`config.mk`:
```
export PLATFORM = sky130hd
export DESIGN_NAME = ls_mem_arbiter
export DESIGN_NICKNAME = d
export VERILOG_FILES = /design/src/rtl/ls_mem_arbiter.sv
export SDC_FILE = /design/constraint.sdc
export NUM_CORES = 1
export LEC_CHECK = 0
export ABC_AREA = 1
export CORE_MARGIN = 2
export CORE_UTILIZATION = 30
export DETAILED_ROUTE_END_ITERATION = 8
export PLACE_DENSITY = 0.62
export SYNTH_ARGS = -nofsm -noshare
export SYNTH_HDL_FRONTEND = slang
export SYNTH_SLANG_ARGS = --single-unit
```
`constraint.sdc`:
```
create_clock -name clk -period 1.7 [get_ports clk]
set_input_delay 0.34 -clock clk [delete_from_list [all_inputs] [get_ports clk]]
set_output_delay 0.34 -clock clk [all_outputs]
set_load 0.02 [all_outputs]
```
`src/rtl/ls_mem_arbiter.sv`:
```
// Load/store sequencer and two-port round-robin arbiter for the data-memory
// path. Drives MAR latch, RAM enable/write-enable and MDR control, then
// returns ack/err and read data to whichever port was granted.
module ls_mem_arbiter #(
    parameter int AW = 4,
    parameter int DW = 16
) (
    input  logic          clk,
    input  logic          rst,
    input  logic          req0,
    input  logic          we0,
    input  logic [7:0]    addr0,
    input  logic [DW-1:0] wdata0,
    output logic          ack0,
    output logic          err0,
    input  logic          req1,
    input  logic          we1,
    input  logic [7:0]    addr1,
    input  logic [DW-1:0] wdata1,
    output logic          ack1,
    output logic          err1,
    output logic [DW-1:0] rdata,
    output logic          busy,
    output logic          en_mar,
    output logic [7:0]    mar_addr,
    output logic [1:0]    mdr_ctrl,
    output logic [DW-1:0] mdr_wdata,
    output logic          ram_en,
    output logic          ram_wea,
    input  logic [DW-1:0] ram_rd_data
);

    typedef enum logic [2:0] {IDLE, LATCH, ACCESS, RWAIT, CAPT, ACK} state_t;

    state_t        state;
    logic          last;
    logic          g_port;
    logic          g_we;
    logic          sel_port;
    logic          sel_we;
    logic [7:0]    sel_addr;
    logic [DW-1:0] sel_wdata;
    logic          sel_oor;

    // Round-robin pick among current requesters; only consumed in IDLE
    always_comb begin
        sel_port = 1'b0;
        if (req0 && req1)
            sel_port = ~last;
        else if (req1)
            sel_port = 1'b1;
        sel_we    = sel_port ? we1    : we0;
        sel_addr  = sel_port ? addr1  : addr0;
        sel_wdata = sel_port ? wdata1 : wdata0;
        sel_oor   = (sel_addr >> AW) != 8'd0;
    end

    // Sequencer: every output is registered and set on entry to the state it belongs to
    always_ff @(posedge clk) begin
        if (!rst) begin
            state     <= IDLE;
            last      <= 1'b1;
            g_port    <= 1'b0;
            g_we      <= 1'b0;
            ack0      <= 1'b0;
            err0      <= 1'b0;
            ack1      <= 1'b0;
            err1      <= 1'b0;
            rdata     <= '0;
            busy      <= 1'b0;
            en_mar    <= 1'b0;
            mar_addr  <= '0;
            mdr_ctrl  <= 2'b00;
            mdr_wdata <= '0;
            ram_en    <= 1'b0;
            ram_wea   <= 1'b0;
        end else begin
            ack0      <= 1'b0;
            err0      <= 1'b0;
            ack1      <= 1'b0;
            err1      <= 1'b0;
            en_mar    <= 1'b0;
            mar_addr  <= '0;
            mdr_ctrl  <= 2'b00;
            mdr_wdata <= '0;
            ram_en    <= 1'b0;
            ram_wea   <= 1'b0;
            case (state)
                IDLE: begin
                    if (req0 || req1) begin
                        g_port <= sel_port;
                        g_we   <= sel_we;
                        busy   <= 1'b1;
                        if (sel_oor) begin
                            // Out-of-range: skip the memory path entirely
                            state <= ACK;
                            rdata <= '0;
                            if (sel_port) begin
                                ack1 <= 1'b1;
                                err1 <= 1'b1;
                            end else begin
                                ack0 <= 1'b1;
                                err0 <= 1'b1;
                            end
                        end else begin
                            state    <= LATCH;
                            en_mar   <= 1'b1;
                            mar_addr <= sel_addr;
                            if (sel_we) begin
                                mdr_ctrl  <= 2'b10;
                                mdr_wdata <= sel_wdata;
                            end
                        end
                    end
                end
                LATCH: begin
                    state   <= ACCESS;
                    ram_en  <= 1'b1;
                    ram_wea <= g_we;
                end
                ACCESS: begin
                    if (g_we) begin
                        state <= ACK;
                        ack0  <= ~g_port;
                        ack1  <= g_port;
                    end else begin
                        state <= RWAIT;
                    end
                end
                RWAIT: begin
                    state    <= CAPT;
                    mdr_ctrl <= 2'b01;
                end
                CAPT: begin
                    state <= ACK;
                    rdata <= ram_rd_data;
                    ack0  <= ~g_port;
                    ack1  <= g_port;
                end
                ACK: begin
                    state <= IDLE;
                    busy  <= 1'b0;
                    last  <= g_port;
                end
                default: begin
                    state <= IDLE;
                    busy  <= 1'b0;
                end
            endcase
        end
    end

endmodule

```
==> results of run 1 <==
per-stage QoR:
step | setup WS, ns | utilization [%] | setup TNS, ns | area, um^2 | total power, mW
after global placement | -0.1568 | 50.21 | -5.127 | 3661 | 2.405
final | 0.06028 | 51.51 | 0 | 3756 | 3.098
after CTS | 0.06772 | 51.41 | 0 | 3749 | 3.130
after detailed placement | -0.2256 | 50.21 | -7.379 | 3661 | 2.414
after global routing | 0.001696 | 51.51 | 0 | 3756 | 3.284
after floorplan | 0.4815 | - | 0 | 2271 | 1.980
cell families (layout without fill, tap and decap cells):
logic type	count (synthesis)	in the layout	synth area share, %
buf+inv	42	173	8.638
simple gates	147	147	31.73
other cells	1	4	0.1660
flops	56	56	49.61
compound gates	35	35	9.857
how the worst min path moves through the flow:
stage,startpoint,endpoint,slack (ns)
final,rdata[12],rdata[12],0.49
after global routing,rdata[2],rdata[2],0.50
after CTS,rdata[12],rdata[12],0.49
after detailed placement,busy,busy,0.46
after global placement,busy,busy,0.45
after floorplan,rst,last,0.42
where the power goes:
group	total [mW]	switching, mW	internal [mW]
logic	0.919	0.488	0.430
registers	1.47	0.0606	1.41
clock network	0.712	0.424	0.288
Yosys cell counts, drive strengths merged:
cell | number | area (um^2)
nand2 | 85 | 321.6
dfxtp | 56 | 1121
inv | 30 | 112.6
a21oi | 26 | 156.4
nand3 | 21 | 117.6
nor2 | 20 | 100.1
nor3 | 19 | 165.2
buf | 10 | 75.07
o21ai | 5 | 36.29
clkbuf | 2 | 7.510
a31oi | 1 | 6.260
conb | 1 | 3.750
nand4 | 1 | 6.260
o2111ai | 1 | 8.760
o21a | 1 | 7.510
o31ai | 1 | 7.510
or2 | 1 | 6.260
layout by cell type (no fill, tap or decap), drive strengths merged:
| cell type | Yosys | routed |
|---|---|---|
| a21oi | 26 | 26 |
| a31oi | 1 | 1 |
| buf | 10 | 16 |
| clkbuf | 2 | 5 |
| clkdlybuf4s50 | 0 | 119 |
| clkinv | 0 | 3 |
| conb | 1 | 4 |
| dfxtp | 56 | 56 |
| inv | 30 | 30 |
| nand2 | 85 | 85 |
| nand3 | 21 | 21 |
| nand4 | 1 | 1 |
| nor2 | 20 | 20 |
| nor3 | 19 | 19 |
| o2111ai | 1 | 1 |
| o21a | 1 | 1 |
| o21ai | 5 | 5 |
| o31ai | 1 | 1 |
| or2 | 1 | 1 |
per-layer routing:
layer	vias to the layer above	track usage, %	routed length [um]
met4	0	4.545	91
met3	8	3.589	291
met1	988	19.31	2822
met5	-	0	0
met2	56	25.19	2986
li1	1146	-	-
worst max-delay path: cells and delay by family:
kind | cells | cell delay (ns)
compound gates | 1 | 0.19
buf+inv | 4 | 0.86
simple gates | 4 | 0.41
area by class of cell:
type                            instances  area [um^2]
Clock buffer                            5        68.82
Clock inverter                          3        18.77
Fill cell                             716         3536
Inverter                               30        112.6
Multi-Input combinational cell        186        962.2
Sequential cell                        56         1121
Tap cell                               99        123.9
Timing Repair Buffer                  135         1349
registers in the layout, summed over array words and instances (netlist names), 2 cells and up:
name / cells
mar_addr: 8
mdr_ctrl: 2
mdr_wdata: 16
rdata: 16
state: 3
timing repair:
action,in CTS,in global routing
hold buffers,0,0
endpoints found under the setup margin,0,16
resized for setup,0,2
==> results.json, run 1 <==
{
  "status": "completed",
  "first_pass_iters": 4,
  "cpMaxStageDelayCell": "clkdlybuf4s50_1",
  "postRouteAntennaNets": 0,
  "drt_iter0_drc": 96,
  "nets": 484,
  "crit_end": "mdr_wdata[12]",
  "area_growth_pct": 66.22,
  "gr-total-overflow": 0,
  "finalHoldViolations": 0,
  "dp_cells": 506,
  "cts_buffer_depth": 2,
  "core_um2": 7292,
  "setup_viol": 0,
  "vias_per_cell": 4.276,
  "leakage_nw": 1.545,
  "ir_drop_mv": 0.3487,
  "cellPowerDensity_nw_per_um2": 824.8,
  "synth_cell_types": 27,
  "maxSlewHeadroom_pct": 56.74,
  "required_ns": 1.88,
  "post_drt_wl_per_cell_um": 12.04,
  "pin_count": 120,
  "clock_skew_ns": 0.003985,
  "cts_buffers": 5,
  "synthCells": 281,
  "min_path_type": "reg -> reg",
  "diodes": 0,
  "wl_um": 6190,
  "clkTransAtPathRegs_ns": 0.10,
  "whs_ns": 0.4874,
  "routabilityCongestion": 0.7539,
  "drv_cap": 0,
  "drc": 0,
  "post-cts-setup-buffer-count": 0,
  "htree_levels": 2,
  "port_buffers": 119,
  "syn_avg_cell_area_um2": 8.042,
  "r2r_slack_ns": 0.32,
  "cts_tree": "done",
  "yosysSeqAreaShare_pct": 49.61,
  "syn_area_um2": 2260,
  "endpoint_kind": "flop",
  "r2r-end": "mdr_wdata[12]",
  "hold_path_depth": 2,
  "reg2reg_depth": 8,
  "vias": 2198,
  "path_class": "in -> reg",
  "antenna_found_initial": 0,
  "grt_start_max_net_pins": 23,
  "grt_pass1_vias": 2105,
  "path_max_fanout": 12,
  "crit_start": "req1",
  "clock_sinks": 56,
  "dpl.hpwl_um": 4682,
  "initial_core_util_pct": 30.99,
  "insertion_delay_ns": 0.30,
  "clock.fmax_mhz": 609.9,
  "cp-start-kind": "input port",
  "crit_arrival_ns": 1.82,
  "ys_warn_count": 0,
  "slew_viol_final": 0,
  "cts-root-buf": "clkbuf_8",
  "die_width_um": 90.79,
  "fin_crit_sh_pct": 96.45,
  "fp.dieH_um": 90.79,
  "grt_pass1_wl_um": 10140,
  "dieArea_um2": 8243,
  "drive_gt1_share_pct": 13.25,
  "worst_pin_slew_ns": 0.6465,
  "path_common_cell": "inv_1",
  "cpPeakStageDelay_ns": 0.53,
  "rsz0062_at_grt": "false",
  "final_cells": 514,
  "final.min_clock_period_ns": 1.640,
  "cp_cell_sequence": "clkdlybuf4s50_1 > inv_1 > a21oi_4 > nand2_1 > nand2_2 > inv_1 > nand3_4 > buf_12 > nor3_2",
  "r2r-start": "last",
  "grtUsageTotal_pct": 15.08,
  "row_count": 31,
  "ys_seq_elements": 56
}
(Power assumes the default switching activity.)
==> run 2: changes to the inputs <==
- PLACE_DENSITY: 0.62 -> unset
==> run 2 against run 1 <==
Combinational power rose by 2%. Sequential power barely moved. Clock power fell by 5.2%. First-iteration DRC count fell by 44%. Design area rose by 0.80%. Maximum frequency rose by 1.7%. Core utilization rose by 0.41 points. Register-to-register slack got worse by 0.03 ns. Sequential share of layout area fell by 0.24 points.
==> results.json, run 2 (synthesized netlist as in run 1, its figures left out) <==
{
  "fin_crit_sh_pct": 94.82,
  "path_class": "reg -> out",
  "vias": 2218,
  "cts_buffer_depth": 2,
  "setup_tns_ns": 0,
  "dpl.hpwl_um": 4691,
  "insertion_delay_ns": 0.30,
  "area_growth_pct": 67.55,
  "nets": 488,
  "ir_drop_mv": 0.4604,
  "grt_start_max_net_pins": 23,
  "diodes": 0,
  "crit_arrival_ns": 1.27,
  "r2r-start": "last",
  "reg_top3": "mdr_wdata (16), rdata (16), mar_addr (8)",
  "gr-total-overflow": 0,
  "setup_viol": 0,
  "cp-start-kind": "flop",
  "min_path_type": "reg -> reg",
  "path_max_fanout": 2,
  "layout_common_cells": "clkdlybuf4s50_1, nand2_1, dfxtp_1, inv_1, a21oi_1",
  "grt_pass1_vias": 2083,
  "htree_levels": 2,
  "cpPeakStageDelay_ns": 0.62,
  "placed_cell_area_um2": 3704,
  "r2r-end": "mdr_wdata[0]",
  "multi_input_area_um2": 959.7,
  "drt_iter0_drc": 54,
  "whs_ns": 0.4861,
  "cpMaxStageDelayCell": "clkdlybuf4s50_1",
  "whs_endpoint": "rdata[4]",
  "dp_cells": 510,
  "row_count": 31,
  "pre_cts_ws_ns": -0.1803,
  "final_common_cell": "clkdlybuf4s50_1",
  "fillers": 714,
  "seqCellArea_um2": 1121,
  "drc": 0,
  "cts_buffers": 5,
  "wl_um": 6090,
  "grt_pass1_wl_um": 9915,
  "routabilityCongestion": 0.7875,
  "endpoint_kind": "primary output",
  "antenna_found_initial": 0,
  "path_delay_family": "buffers and inverters",
  "clkTransAtPathRegs_ns": 0.09,
  "clock_skew_ns": 0.004600,
  "leakage_nw": 1.557,
  "core_um2": 7292,
  "postRouteAntennaNets": 0,
  "dieArea_um2": 8243,
  "finalHoldViolations": 0,
  "status": "completed",
  "pin_count": 120,
  "initial_core_util_pct": 30.99,
  "cellPowerDensity_nw_per_um2": 814.0,
  "fin_ws_ns": 0.08811,
  "first_pass_iters": 4,
  "final.min_clock_period_ns": 1.612,
  "cts_tree": "done",
  "drv_cap": 0,
  "grtUsageTotal_pct": 14.57,
  "required_ns": 1.36,
  "met1_usage_pct": 18.51,
  "clock_sinks": 56,
  "crit_start": "rdata[13]",
  "final_cell_area_um2": 3786,
  "utilization_pct": 51.92,
  "drive_gt1_share_pct": 13.40,
  "cp_cell_sequence": "clkdlybuf4s50_1",
  "post_drt_wl_per_cell_um": 11.78,
  "vias_per_cell": 4.290,
  "fp.dieH_um": 90.79,
  "min-delay-start": "rdata[4]",
  "slew_viol_final": 0,
  "post-cts-setup-buffer-count": 0,
  "hold_path_depth": 2,
  "rsz0062_at_grt": "false",
  "reg2reg_depth": 8,
  "grt_use_met3_pct": 4.007,
  "die_width_um": 90.79,
  "cts-root-buf": "clkbuf_8",
  "clock.fmax_mhz": 620.4,
  "port_buffers": 119,
  "grt_busiest_layer": "met2",
  "path_buf_inv": 1,
  "r2r_slack_ns": 0.29,
  "total_power_mw": 3.082,
  "use_met2_pct": 24.81,
  "final_cells": 517
}
[run 2: changes by cell type in the layout (fill, tap and decap cells not counted), sizes merged]
cell    change
clkinv      -2
clkbuf      +1
buf         +4
[run 2: what timing repair did]
action	in CTS	in global routing
hold buffers	0	0
endpoints found under the setup margin	0	4
gates resized for setup	0	1
[run 2: worst reg2reg max path: stages, from the launching register on]
cell     delay, ns
dfxtp_1       0.42
nand2_1       0.07
nand2_1       0.15
nand2_1       0.10
nand2_1       0.16
inv_1         0.10
nand3_4       0.08
buf_12        0.17
nor3_1        0.06
[run 2: worst max-delay path by stage]
stage,to,cells after the start,slack [ns]
after global placement,rdata[7],8,-0.09
after floorplan,rdata[10],8,0.48
final,rdata[13],1,0.09
after CTS,rdata[1],1,0.07
after global routing,mdr_wdata[15],9,0.03
after detailed placement,rdata[2],8,-0.18
[run 2: final cells by class]
class	instances	share of cell area [%]
inverters	30	2.974
well taps	99	3.272
clock buffers	6	1.917
clock inverters	1	0.1322
multi-input cells	186	25.35
repair buffers	139	36.75
flip-flops and latches	56	29.61
[run 2: routing by layer]
metal	share of wire (%)	vias up
met1	45	997
met2	48	65
met3	6.7	5
li1	-	1151
met5	0	-
met4	0.90	0
[run 2: report_power, final]
group / leakage, nW / total (mW) / switching [mW] / internal, mW
Sequential: 0.456 / 1.47 / 0.0614 / 1.41
Clock: 0.0410 / 0.675 / 0.394 / 0.281
Combinational: 1.06 / 0.938 / 0.487 / 0.452
==> run 3: changes to the inputs <==
- CORE_MARGIN: 2 -> unset
==> run 3 against run 2 <==
Power is 1.5% higher. Sequential share of layout area is 0.35 points higher. Final cell count is 0.58% lower. Hold slack better by 0.0031 ns. Routed wire length is 0.85% lower. Clock power is 9.3% higher. Sequential power hardly changed. Count of clock-buffer cells in the layout is 1 higher. Design area is 1.2% lower. Worst setup slack worse by 0.0022 ns. Critical path depth stayed put.
==> results.json, run 3 (synthesized netlist as in run 1, its figures left out) <==
{
  "path_delay_family": "buffers and inverters",
  "dieArea_um2": 7884,
  "path_buf_inv": 1,
  "cellPowerDensity_nw_per_um2": 836.2,
  "final_common_cell": "clkdlybuf4s50_1",
  "clkTransAtPathRegs_ns": 0.09,
  "placed_cell_area_um2": 3649,
  "fin_crit_sh_pct": 94.95,
  "grt_start_max_net_pins": 23,
  "post-cts-setup-buffer-count": 0,
  "leakage_nw": 1.531,
  "required_ns": 1.36,
  "setup_viol": 0,
  "final_cell_area_um2": 3742,
  "crit_arrival_ns": 1.27,
  "layout_common_cells": "clkdlybuf4s50_1, nand2_1, dfxtp_1, inv_1, a21oi_1",
  "min_path_type": "reg -> reg",
  "drt_iter0_drc": 80,
  "multi_input_area_um2": 954.7,
  "routabilityCongestion": 0.8194,
  "clock_sinks": 56,
  "r2r_slack_ns": 0.31,
  "cts_buffers": 5,
  "cp_cell_sequence": "clkdlybuf4s50_1",
  "path_max_fanout": 2,
  "antenna_found_initial": 0,
  "drive_gt1_share_pct": 12.77,
  "clock_skew_ns": 0.006259,
  "slew_viol_final": 0,
  "cp-start-kind": "flop",
  "htree_levels": 2,
  "diodes": 0,
  "core_um2": 7253,
  "nets": 484,
  "fp.dieH_um": 88.79,
  "cpPeakStageDelay_ns": 0.62,
  "cts_tree": "done",
  "cts-root-buf": "clkbuf_8",
  "cpMaxStageDelayCell": "clkdlybuf4s50_1",
  "dpl.hpwl_um": 4595,
  "vias_per_cell": 4.305,
  "vias": 2213,
  "die_width_um": 88.79,
  "post_cts_resized": 0,
  "area_growth_pct": 65.61,
  "total_power_mw": 3.129,
  "ir_drop_mv": 0.3882,
  "grtUsageTotal_pct": 15.27,
  "status": "completed",
  "grt_pass1_vias": 1998,
  "row_count": 31,
  "cts_buffer_depth": 2,
  "hold_buffers": 0,
  "fin_ws_ns": 0.08587,
  "reg_top3": "mdr_wdata (16), rdata (16), mar_addr (8)",
  "initial_core_util_pct": 31.15,
  "pre_cts_ws_ns": -0.1685,
  "first_pass_iters": 4,
  "port_buffers": 119,
  "gr-total-overflow": 0,
  "fillers": 705,
  "final.min_clock_period_ns": 1.614,
  "finalHoldViolations": 0,
  "drc": 0,
  "insertion_delay_ns": 0.30,
  "path_class": "reg -> out",
  "clock.fmax_mhz": 619.5,
  "grt_pass1_wl_um": 9239,
  "rsz0062_at_grt": "false",
  "pin_count": 120,
  "wl_um": 6038,
  "endpoint_kind": "primary output",
  "postRouteAntennaNets": 0,
  "drv_cap": 0,
  "post_drt_wl_per_cell_um": 11.75,
  "seqCellArea_um2": 1121
}
-- run 3: cell count changes in the layout (fill, tap and decap cells not counted), sizes merged --
| cell | previous run | this run |
|---|---|---|
| clkinvlp | 0 | 1 |
| clkbuf | 6 | 7 |
| clkinv | 1 | 0 |
| buf | 20 | 16 |
-- run 3: stage by stage --
| stage | TNS (ns) | hold WS (ns) | instances | utilization, % |
|---|---|---|---|---|
| floorplan | 0 | 0.4246 | 284 | - |
| global placement | -3.597 | 0.4632 | 506 | 50.30 |
| detailed placement | -4.595 | 0.4738 | 506 | 50.30 |
| CTS | 0 | 0.4904 | 514 | 51.60 |
| global route | 0 | 0.5110 | 514 | 51.60 |
| finish | 0 | 0.4892 | 514 | 51.60 |
-- run 3: area by class of cell --
class | instances | share of cell area (%)
Timing Repair Buffer | 135 | 35.71
Sequential cell | 56 | 29.96
Multi-Input combinational cell | 186 | 25.51
Tap cell | 99 | 3.310
Inverter | 30 | 3.009
Clock buffer | 7 | 2.307
Clock inverter | 1 | 0.2006
-- run 3: routing by layer --
layer	wire, um	GRT usage, %	vias up	share of wire [%]
met3	322	3.265	4	5.3
li1	-	-	1150	-
met4	75	4.839	0	1.2
met5	0	0	-	0
met2	2956	27.62	58	49
met1	2684	17.94	1001	44
-- run 3: final timing paths --
check,cells after the start,endpoint,startpoint
worst max-delay path,1,rdata[10],rdata[10]
worst min register to register,2,rdata[0],rdata[0]
worst min-delay path,2,rdata[0],rdata[0]
worst max register to register,8,mdr_wdata[15],state[1]
-- run 3: worst min-delay path: cells and delay by family, from the launching register on --
family | cells | cell delay (ns)
simple gates | 1 | 0.07
flops | 1 | 0.32
compound gates | 1 | 0.05
-- run 3: power by group --
part	leakage (nW)	internal, mW	switching (mW)
clock	0.0445	0.332	0.406
combinational	1.03	0.438	0.483
sequential	0.456	1.41	0.0636
